<file path="src/rtl/vga_sync_generator.sv">
// VGA 640x480@60 timing: divided pixel enable, pixel counters, zero-skew registered syncs.
// Define VGA_FRAME_TICK_EN to add a one-clock frame_tick strobe on the end-of-frame wrap.
module vga_sync_generator #(
  parameter int H_DISPLAY = 640,
  parameter int H_FRONT   = 16,
  parameter int H_SYNC    = 96,
  parameter int H_BACK    = 48,
  parameter int V_DISPLAY = 480,
  parameter int V_FRONT   = 10,
  parameter int V_SYNC    = 2,
  parameter int V_BACK    = 33,
  parameter int CLK_DIV   = 4
) (
  input  logic       clk,
  input  logic       rst,
  output logic       hsync,
  output logic       vsync,
  output logic       video_on,
  output logic       p_tick,
  output logic [9:0] pixel_x,
  output logic [9:0] pixel_y
`ifdef VGA_FRAME_TICK_EN
  ,
  output logic       frame_tick
`endif
);

  localparam int H_TOTAL = H_DISPLAY + H_FRONT + H_SYNC + H_BACK;
  localparam int V_TOTAL = V_DISPLAY + V_FRONT + V_SYNC + V_BACK;

  localparam logic [9:0] H_LAST   = 10'(H_TOTAL - 1);
  localparam logic [9:0] V_LAST   = 10'(V_TOTAL - 1);
  localparam logic [9:0] H_VIS    = 10'(H_DISPLAY);
  localparam logic [9:0] V_VIS    = 10'(V_DISPLAY);
  localparam logic [9:0] HS_START = 10'(H_DISPLAY + H_FRONT);
  localparam logic [9:0] HS_END   = 10'(H_DISPLAY + H_FRONT + H_SYNC - 1);
  localparam logic [9:0] VS_START = 10'(V_DISPLAY + V_FRONT);
  localparam logic [9:0] VS_END   = 10'(V_DISPLAY + V_FRONT + V_SYNC - 1);
  localparam logic [3:0] DIV_LAST = 4'(CLK_DIV - 1);

  logic [3:0] div_cnt;
  logic [9:0] h_cnt;
  logic [9:0] v_cnt;
  logic [9:0] h_next;
  logic [9:0] v_next;
  logic       line_end;

  assign line_end = p_tick && (h_cnt == H_LAST);

  always_comb begin
    h_next = h_cnt;
    v_next = v_cnt;
    if (p_tick) begin
      h_next = line_end ? 10'd0 : h_cnt + 10'd1;
    end
    if (line_end) begin
      v_next = (v_cnt == V_LAST) ? 10'd0 : v_cnt + 10'd1;
    end
  end

  // Syncs are decoded from the next counter values so they change on the same edge as the pixel position.
  always_ff @(posedge clk) begin
    if (rst) begin
      div_cnt <= 4'd0;
      p_tick  <= 1'b0;
      h_cnt   <= 10'd0;
      v_cnt   <= 10'd0;
      hsync   <= 1'b1;
      vsync   <= 1'b1;
    end else begin
      div_cnt <= (div_cnt == DIV_LAST) ? 4'd0 : div_cnt + 4'd1;
      p_tick  <= (div_cnt == DIV_LAST);
      h_cnt   <= h_next;
      v_cnt   <= v_next;
      hsync   <= !((h_next >= HS_START) && (h_next <= HS_END));
      vsync   <= !((v_next >= VS_START) && (v_next <= VS_END));
    end
  end

`ifdef VGA_FRAME_TICK_EN
  always_ff @(posedge clk) begin
    if (rst) begin
      frame_tick <= 1'b0;
    end else begin
      frame_tick <= line_end && (v_cnt == V_LAST);
    end
  end
`endif

  assign video_on = (h_cnt < H_VIS) && (v_cnt < V_VIS);
  assign pixel_x  = h_cnt;
  assign pixel_y  = v_cnt;

endmodule

</file>
<file path="config.mk">
export PLATFORM = sky130hd
export DESIGN_NAME = vga_sync_generator
export DESIGN_NICKNAME = d
export VERILOG_FILES = /design/src/rtl/vga_sync_generator.sv
export SDC_FILE = /design/constraint.sdc
export NUM_CORES = 1
export LEC_CHECK = 0
export ABC_AREA = 1
export BUFFER_PORTS_ARGS = -buffer_cell sky130_fd_sc_hd__buf_2
export CAP_MARGIN = 20
export CELL_PAD_IN_SITES_DETAIL_PLACEMENT = 1
export CELL_PAD_IN_SITES_GLOBAL_PLACEMENT = 2
export CORE_MARGIN = 4
export CORE_UTILIZATION = 32
export CTS_CLUSTER_SIZE = 28
export DETAILED_ROUTE_END_ITERATION = 10
export GPL_ROUTABILITY_DRIVEN = 0
export MAX_ROUTING_LAYER = met4
export PLACE_DENSITY_LB_ADDON = 0.1
export SLEW_MARGIN = 20
export SYNTH_ARGS = -nofsm -noshare
export SYNTH_HDL_FRONTEND = slang
export SYNTH_SLANG_ARGS = --single-unit
</file>
<file path="constraint.sdc">
create_clock -name clk -period 3.9 [get_ports clk]
set_clock_uncertainty 0.15 [all_clocks]
set_input_delay 0.39 -clock clk [delete_from_list [all_inputs] [get_ports clk]]
set_output_delay 0.39 -clock clk [all_outputs]
set_load 0.02 [all_outputs]
</file>
## After elaboration in Yosys (flattened, before gate mapping)

Cells that the tools add are included.
W data, S select, Z words.

- Bitwise operators: 0
- Shift-type cells: 0
- Reduce and logical (&&, ||, !) cells: 7
- Equality and inequality tests: 3
- $lt $le $gt $ge: 6
- Add/sub/neg operators: 3
- Div/mod/pow operators: 0
- Muxes and demuxes: 4
- Multipliers: 0

Operators with widths:

| kind | number |
|---|---|
| $mux W10 | 4 |
| $add A10 B1 Y10 const B | 2 |
| $eq A10 B10 Y1 const B | 2 |
| $ge A10 B10 Y1 const B | 1 |
| $ge A10 B9 Y1 const B | 1 |
| $le A10 B10 Y1 const B | 1 |
| $le A10 B9 Y1 const B | 1 |
| $lt A10 B10 Y1 const B | 1 |
| $lt A10 B9 Y1 const B | 1 |
| $add A4 B1 Y4 const B | 1 |
| $eq A4 B2 Y1 const B | 1 |
| $logic_and A1 B1 Y1 | 4 |
| $logic_not A1 Y1 | 2 |
| $reduce_or A2 Y1 | 1 |

- Bits in read-only memories: 0
- Output and inout port bits: 24
- Memories: 0
- Input port bits: 2
- Latch bits: 0
- Bits in registers: 27
- Memory bits (writable): 0

## Depth between registers and ports, before layout

- Depth in word-level cells: 7
- Mapped depth: 12

## Worst setup path before layout

Ideal clock, no wire load.

- Kind: flip-flop to output port
- Start point: register v_cnt[5] (netlist: pixel_y[5])
- End point: output port video_on
- Stages on the path, launching flop included: 5
- Setup slack: 1.663 ns
- Data required time: 3.360 ns
- Data arrival time: 1.697 ns
- Cells stage by stage: dfxtp_1 -> buf_4 -> inv_1 -> nor3_1 -> a2111oi_0

- Word-level cells in the longest chain between the ends: 2

RTL lines:

| what | RTL line | source |
|---|---|---|
| start: declaration | 43 | `logic [9:0] v_cnt;` |
| start signal: assignment | 74 | `v_cnt <= v_next;` |
| $lt A10 B9 Y1 | 90 | `assign video_on = (h_cnt < H_VIS) && (v_cnt < V_VIS);` |
| $logic_and A1 B1 Y1 | 90 |  |
| end: declaration | 18 | `output logic video_on,` |

Every way passes these cells.

## Worst setup path in the final report

Ends and elaborated chain as after synthesis.

==> results.json <==
{
  "hpwlAfterDp_mm": 3.14,
  "power_density_nw_per_um2": 277,
  "slew_headroom": 0.650,
  "critical_path_class": "reg2out",
  "worst_pin_slew_ns": 0.511,
  "gr-total-overflow": 0,
  "synth-async-reset-ratio": 0,
  "ys.warnings.count": 0,
  "numPlacedInstances": 298,
  "crit_fanout": 9,
  "max_freq_ghz": 0.471,
  "io_pins": 26,
  "drtAntennaViolNets": 0,
  "whs_ns": 0.312,
  "grt_max_degree": 17,
  "die_x_um": 76.3,
  "cts_resized": 0,
  "antenna_found_initial": 0,
  "finalHoldViolations": 0,
  "period_share": 0.544,
  "placed_area_sq_um": 1640,
  "netlist_area_sq_um": 1490,
  "cts-root-buf": "clkbuf_8",
  "post_synth_num_cell_types": 26,
  "diodes": 0,
  "final_cell_area_sq_um": 1690,
  "area_delta_synth_final_pct": 13.0,
  "rsz0062_at_grt": "false",
  "fp.dieH_um": 76.3,
  "post_drt_wl_per_cell_um": 13.2,
  "critPathArrivalTime_ns": 1.58,
  "synthFlopType": "dfxtp_1",
  "status": "finished clean",
  "synth_top_area_frac": 0.362,
  "hp-class": "in2reg",
  "peakVddDrop_mv": 0.144,
  "cts_made_buffers": 3,
  "vias_per_cell": 4.76,
  "syn_inst": 226,
  "nets": 257,
  "grt_pass1_vias": 1432,
  "clock-sinks": 27,
  "crit_path_start_kind": "flip-flop",
  "final_cells": 302,
  "port_buffers": 25,
  "cts_tree": "yes",
  "synthTopCellsByCount": "60 x nand2_1, 32 x nor2_1, 28 x inv_1",
  "yosysMostFrequentCell": "nand2_1",
  "setup_viol": 0,
  "totalWireLength_mm": 3.99,
  "setup_tns_ns": 0,
  "ctsHoldBuffers": 0,
  "first_iter_violations": 48,
  "cts_max_level": 1,
  "path_clk_slew_ns": 0.10,
  "maxSlewViolCount": 0,
  "grt_pass1_wl_mm": 6.77,
  "fp.dieArea_sq_um": 5820,
  "initial_utilization": 0.336,
  "clock_path_buffers": 2,
  "ys_ff_latch": 27,
  "core_area_sq_um": 4440,
  "synth_edf_count": 0,
  "fin_util": 0.379,
  "max_cap_violations": 0,
  "min_period_ns": 2.12,
  "cp_data_required_time_ns": 3.36,
  "syn_avg_cell_area_sq_um": 6.60,
  "synth_area_leader_cell": "dfxtp_1",
  "yosys-top-cells-area": "dfxtp_1 36%, nand2_1 15%, nor2_1 8.1%",
  "globalRouteTotalUtil": 0.146,
  "dr.pass1.iters": 4,
  "p_leak_nw": 0.805,
  "endpoint_kind": "primary output",
  "syn_nets": 232,
  "clk_latency_ns": 0.28,
  "drive_gt1_frac": 0.188,
  "drc": 0,
  "cts_setup_buffers": 0,
  "yosysSeqAreaShare": 0.362,
  "vias": 1439,
  "num_rows": 24
}
[final cells by class]
cell class	instances	area, sq um
Multi-Input combinational cell	162	786
Clock inverter	1	7.51
Tap cell	52	65.1
Clock buffer	3	41.3
Timing Repair Buffer	25	125
Sequential cell	27	541
Fill cell	605	2760
Inverter	32	120
[logic make-up after synthesis]
logic type	after synthesis	synth area share
and+or+nand+nor	138	0.416
buffers and inverters	37	0.111
DFF	27	0.362
AOI/OAI and AO/OA	18	0.0654
adders and majority gates	4	0.0336
xor gates and xnor gates	2	0.0117
[metrics by stage]
step	worst slack [ns]	power [W]
detailed placement	1.94	0.000308
finish	1.78	0.000466
floorplan	1.66	0.000302
global placement	1.99	0.000307
global route	1.51	0.000494
CTS	1.77	0.000479
[registers in the layout (all words and copies together), names as in the netlist]
signal	flops
pixel_x	10
pixel_y	10
div_cnt	4
hsync	1
p_tick	1
vsync	1
[power breakdown]
part           leakage [nW]  internal [W]  switching [W]
logic                 0.566    0.00000564      0.0000116
registers             0.218      0.000280     0.00000404
clock network        0.0217     0.0000727      0.0000926
total                 0.805      0.000358       0.000108
[final timing paths]
kind / startpoint / end / slack (ns) / depth (start not counted)
max: pixel_y[5]$_SDFF_PP0_ / video_on / 1.78 / 4
min: rst / p_tick$_SDFF_PP0_ / 0.31 / 2
max reg2reg: pixel_x[0]$_SDFF_PP0_ / vsync$_SDFF_PP1_ / 1.94 / 8
min reg2reg: div_cnt[0]$_SDFF_PP0_ / div_cnt[0]$_SDFF_PP0_ / 0.33 / 1
[critical path, cell delays in order, from the launching register on]
cell and delay, ns:
dfxtp_1 0.51, inv_1 0.10, nor3_1 0.35, a2111oi_0 0.14, buf_2 0.19
[placed cells by master (no fill, tap or decap), types with 4 or more instances in the layout]
master / instances
nor2_2: 6
nand3_1: 21
buf_2: 25
o21ai_0: 8
nand4_1: 4
inv_2: 4
dfxtp_1: 27
nand2_1: 60
inv_1: 28
ha_1: 4
a21oi_1: 6
nor2_1: 32
nor3_1: 4
[layer usage]
metal	track usage	share of wire	vias up
met5	-	0	-
met2	0.253	0.48	24
met1	0.175	0.49	649
met4	0.0489	0.014	0
met3	0.0189	0.021	5
li1	-	-	761
Power figures use the tool's default switching activity.
